===== config.mk =====
export PLATFORM = sky130hd
export DESIGN_NAME = arr_feeder
export DESIGN_NICKNAME = d
export VERILOG_FILES = /design/src/rtl/arr_feeder.sv
export SDC_FILE = /design/constraint.sdc
export NUM_CORES = 1
export LEC_CHECK = 0
export CORE_MARGIN = 2
export CORE_UTILIZATION = 40
export CTS_CLUSTER_SIZE = 14
export DETAILED_ROUTE_END_ITERATION = 7
export HOLD_SLACK_MARGIN = 0.12
export PLACE_DENSITY = 0.71
export SYNTH_ARGS = -nofsm -noshare
export SYNTH_HDL_FRONTEND = slang
export SYNTH_SLANG_ARGS = --single-unit

===== constraint.sdc =====
create_clock -name clk -period 7.1 [get_ports clk]
set_input_delay 0.71 -clock clk [delete_from_list [all_inputs] [get_ports clk]]
set_output_delay 0.71 -clock clk [all_outputs]
set_load 0.03 [all_outputs]

===== src/rtl/arr_feeder.sv =====
// ---------------------------------------------------------------------------
// arr_feeder
//
// Feeds one job into an arrStation chain. The feeder holds one A-vector and
// one B-vector of SIZE words. When a job starts it pulses the station clear,
// streams the SIZE (A,B) pairs, and waits for the station's result. The
// result is captured and reported with a one-cycle done pulse. A cycle-count
// guard ends the wait if the station never answers.
//
// Data words are fp32 bit patterns. They are buffered and passed through
// without any arithmetic.
//
// Ports
//   clk, rst          clock; synchronous active-high reset
//   ld_we/ld_addr     load strobe and buffer index (writes only while IDLE)
//   ld_a/ld_b         A and B words stored at ld_addr
//   start             begin a job (looked at only while IDLE)
//   busy              high while a job is in flight
//   done              one-cycle pulse at the end of a job
//   result_out        last captured result (0 after a timeout)
//   timeout_err       qualifies done; stays set until the next start
//   st_g_rst          clear pulse to the station
//   st_dataA/B        operand words to the station
//   st_dataReady      operand-valid strobe to the station
//   st_result         result word from the station
//   st_result_ready   result-valid from the station (sticky until cleared)
// ---------------------------------------------------------------------------
module arr_feeder #(
   parameter int SIZE    = 4,
   parameter int DATA_W  = 32,
   parameter int TIMEOUT = 255
) (
   input  logic                      clk,
   input  logic                      rst,
   input  logic                      ld_we,
   input  logic [$clog2(SIZE)-1:0]   ld_addr,
   input  logic [DATA_W-1:0]         ld_a,
   input  logic [DATA_W-1:0]         ld_b,
   input  logic                      start,
   output logic                      busy,
   output logic                      done,
   output logic [DATA_W-1:0]         result_out,
   output logic                      timeout_err,
   output logic                      st_g_rst,
   output logic [DATA_W-1:0]         st_dataA,
   output logic [DATA_W-1:0]         st_dataB,
   output logic                      st_dataReady,
   input  logic [DATA_W-1:0]         st_result,
   input  logic                      st_result_ready
);

   // The index counter has one extra bit so that "all SIZE pairs sent" can
   // be seen as idx == SIZE without wrapping back to 0.
   localparam int IW = $clog2(SIZE) + 1;
   // TIMEOUT may be as large as 65535.
   localparam int TW = 16;

   typedef enum logic [2:0] {
      S_IDLE,
      S_CLEAR,
      S_STREAM,
      S_WAIT,
      S_DONE
   } state_t;

   state_t              state;
   logic [IW-1:0]       idx;
   logic [TW-1:0]       tcnt;

   logic [DATA_W-1:0]   buf_a [SIZE];
   logic [DATA_W-1:0]   buf_b [SIZE];

   logic                ld_ok;

   // Writes are accepted only in IDLE. This keeps the vectors of a running
   // job stable even if the host keeps writing.
   assign ld_ok = ld_we && (state == S_IDLE) && ({1'b0, ld_addr} < IW'(SIZE));

   // Vector buffers: reset leaves them alone so a job can be re-run after
   // an abort without reloading.
   always_ff @(posedge clk) begin
      if (ld_ok) begin
         buf_a[ld_addr] <= ld_a;
         buf_b[ld_addr] <= ld_b;
      end
   end

   // Control FSM. Every output is a register that is written here. Each
   // output therefore reflects the decision made in the state one cycle
   // earlier.
   always_ff @(posedge clk) begin
      if (rst) begin
         state        <= S_IDLE;
         idx          <= '0;
         tcnt         <= '0;
         busy         <= 1'b0;
         done         <= 1'b0;
         timeout_err  <= 1'b0;
         result_out   <= '0;
         st_g_rst     <= 1'b0;
         st_dataReady <= 1'b0;
         st_dataA     <= '0;
         st_dataB     <= '0;
      end else begin
         // These two are pulses. Only their own states raise them.
         st_g_rst <= 1'b0;
         done     <= 1'b0;

         case (state)
            S_IDLE: begin
               if (start) begin
                  state       <= S_CLEAR;
                  busy        <= 1'b1;
                  timeout_err <= 1'b0;
                  idx         <= '0;
               end
            end

            // One-cycle clear pulse. The station also drops any sticky
            // ready that is left over from the previous job.
            S_CLEAR: begin
               st_g_rst     <= 1'b1;
               st_dataReady <= 1'b0;
               idx          <= '0;
               state        <= S_STREAM;
            end

            // One pair per cycle with no gaps. The operand registers keep
            // the last pair after the strobe drops.
            S_STREAM: begin
               if (idx == IW'(SIZE)) begin
                  st_dataReady <= 1'b0;
                  tcnt         <= '0;
                  state        <= S_WAIT;
               end else begin
                  st_dataReady <= 1'b1;
                  st_dataA     <= buf_a[idx[IW-2:0]];
                  st_dataB     <= buf_b[idx[IW-2:0]];
                  idx          <= idx + 1'b1;
               end
            end

            // If ready and the timeout limit occur in the same cycle, ready
            // wins. A result that arrives on the last allowed cycle is
            // therefore still delivered.
            S_WAIT: begin
               if (st_result_ready) begin
                  result_out  <= st_result;
                  timeout_err <= 1'b0;
                  state       <= S_DONE;
               end else if (tcnt == TW'(TIMEOUT - 1)) begin
                  result_out  <= '0;
                  timeout_err <= 1'b1;
                  state       <= S_DONE;
               end else begin
                  tcnt <= tcnt + 1'b1;
               end
            end

            // done and the fall of busy appear together. start is not
            // looked at here, so a start that overlaps the end of a job is
            // dropped rather than queued.
            S_DONE: begin
               done  <= 1'b1;
               busy  <= 1'b0;
               state <= S_IDLE;
            end

            default: begin
               state <= S_IDLE;
               busy  <= 1'b0;
            end
         endcase
      end
   end

endmodule


==> metrics.txt <==
Yosys cell types=50; Fillers=2745; Vias=8070; count of input and output buffers=203; total track usage=16.45%; Slew HR=21.24%; Peak VDD IR=0.0001643 V; gpl congestion=0.8110; R2R Setup Slk=4.27 ns; Synth Warn #=0; crit path capture type=flip-flop; Pleak=5.639 nW; most common cell in the netlist=edfxtp_1; clock buffer depth=3; RR Startpoint=idx[0]; Synth Cell Area=13790 sq um; via-per-instance ratio=5.213; Clk pin slew, worst setup/hold paths=0.06 ns; Die Y=189.7 um; slowest cell on the critical path=or3_2; MaxCap Viol Count=0; die area=35970 sq um; Area after DPL=16270 sq um; Setup crit end=st_dataB[30]; Ports=204; Fin. Hold Viols=0; CTS Sinks=379; top cell type's share of synthesized area=55.76%; DR DRC count=0; setup TNS=0 ns; ys async rst share=0%; TritonCTS clock tree=yes; crit-path cells=inv_1, ha_1, a21bo_2, or3_2, buf_4, nand2_1, a21oi_1; Synth Flop Type=edfxtp_1; RSZ-0062 raised after global routing=false; ranking of synthesized cells by area=edfxtp_1 (56%), dfxtp_1 (18%), mux4_2 (10%); initial drt markers=461; final setup fails=0; CTS Buf Count=39; Worst Hold Class=flip-flop to flip-flop; biggest area consumer among synthesized cells=edfxtp_1; post-route minimum period=2.834 ns; pin count of the biggest net entering global routing=86; Crit Reg-Reg Endpoint=st_dataB[30]; Worst Clk Skew=0.02586 ns; Seq/Total Area, Yosys=73.62%; max-slew violations=0; site row count=67; vias in the first global route=8144; chip width=189.7 um; setup bufs post-CTS=0; Final #Nets=1175; Critical Path AT=3.19 ns; Final Cycle Share=39.92%; Worst path max stage delay=0.75 ns; CTS H-tree depth=2; Root Driver=clkbuf_16; number of flops mapped to enable cells by yosys=256; Post-Syn Instances=865; initial antenna violation count=4; Tot Pwr=4.966 mW; synthesis-stage register bit count=379; Syn Nets=972; mean routed wirelength per cell=19.00 um; post-CTS sizing=0; PwrDens=282.2 nW/um^2; DP HPWL=17500 um; worst-path maximum fanout=34; status=complete, no violations; critical path class=flip-flop to flip-flop; gr ovfl total=0; layout cells sized above 1=13.74%; Core Area=33700 sq um; global-route wire length before repair=45960 um; CP required=7.46 ns; maximum clock frequency=0.3528 GHz; r2r worst-path depth=7; DRT Wirelength=29410 um; critical path launch point type=flip-flop; Synth top cells by count=edfxtp_1 (256), nand2_1 (141), dfxtp_1 (123), a21oi_1 (82), mux4_2 (64); Avg Cell Area, Syn=15.94 sq um; Clock Latency Late Sink=0.54 ns; TritonRoute pass-1 iters=5; hold buffer count at CTS=0; antenna-violating nets left=0; Area Overhead vs Synth=27.66%; measured slew at the worst slew-check pin=1.181 ns; Starting Density=40.91%; fin area=17600 sq um; Critical path origin=idx[0]
## worst max-delay path, delay by kind of cell (launching register included)
kind            cells  cell delay, ns
fa+ha+maj           1            0.24
simple gates        2            0.87
compound gates      2            0.30
flops               1            0.72
buf+inv             2            0.50
## sequential cells by signal, summed over array words and instances, names as in the netlist
register and flops:
buf_a 128, buf_b 128, busy 1, done 1, idx 3, result_out 32
st_dataA 32, st_dataB 32, st_dataReady 1, st_g_rst 1, state 3, tcnt 16
timeout_err 1
## power by group
part	switching (mW)	leakage [nW]	internal (mW)
logic	0.235	1.68	0.183
registers	0.0419	3.33	2.45
clock network	0.826	0.632	1.23
total	1.10	5.64	3.86
## area by class of cell
class                           count  area (sq um)  area share, %
Sequential cell                   379         10160          57.71
Multi-Input combinational cell    429          3426          19.46
Timing Repair Buffer              213          2105          11.96
Clock buffer                       53          1089          6.185
Tap cell                          448         560.5          3.185
Clock inverter                     19         239.0          1.358
Inverter                            6         22.52         0.1280
Antenna cell                        1         2.502        0.01422
## layout by cell type, fill, tap and decap left out, drive strengths merged, types with 2 or more instances in the layout
master	instances
mux4	64
clkdlybuf4s50	202
buf	11
clkinvlp	5
a41oi	2
or3	4
and4	3
and3	5
a22o	33
ha	4
o21ai	7
clkbuf	53
a21oi	83
nand2	141
or4	2
nand3b	2
clkinv	8
inv	8
bufinv	4
nor3	8
and3b	2
nor2	15
nand3	16
nand4	4
o32ai	2
edfxtp	256
nand2b	4
dfxtp	123
nor4b	4
a31oi	5
## through the flow
stage	worst slack [ns]	utilization, %	instances	hold slack [ns]
after floorplan	0.7038	-	865	0.4394
after global placement	3.981	48.28	1475	0.4449
after detailed placement	3.931	48.28	1475	0.4453
after CTS	4.186	52.22	1547	0.4533
after global routing	4.001	52.23	1548	0.4746
final	4.266	52.23	1548	0.4543
## worst min path at each step
stage                   end  slack, ns         start  cells past startpoint
2_1_floorplan      tcnt[15]       0.44      tcnt[15]                      1
3_3_place_gp   st_dataB[13]       0.44  st_dataB[13]                      2
3_5_place_dp    st_dataA[4]       0.45   st_dataA[4]                      2
4_1_cts         st_dataA[4]       0.45   st_dataA[4]                      2
5_1_grt        st_dataA[26]       0.47  st_dataA[26]                      2
6_report        st_dataA[4]       0.45   st_dataA[4]                      2
## layer usage
layer | share of wire [%] | vias up | wire length, um | global-route usage, %
li1 | - | 3729 | - | -
met1 | 42 | 3980 | 12490 | 21.56
met2 | 48 | 302 | 14050 | 27.42
met3 | 7.5 | 53 | 2205 | 3.985
met4 | 2.1 | 6 | 626 | 4.711
met5 | 0.12 | - | 34 | 0
## kinds of logic (layout without fill, tap and decap cells)
| logic type | after synthesis | count (layout) | share of synthesized area (%) |
|---|---|---|---|
| buffers and inverters | 57 | 291 | 1.733 |
| AND/OR/NAND/NOR | 215 | 215 | 7.051 |
| other | 0 | 1 | 0 |
| flip-flops | 379 | 379 | 73.62 |
| AO/OA/AOI/OAI | 144 | 144 | 6.652 |
| adder cells (fa/ha/maj) | 4 | 4 | 0.3630 |
| multiplexers | 64 | 64 | 10.45 |
| XOR/XNOR | 2 | 2 | 0.1271 |
(Power assumes the default switching activity.)
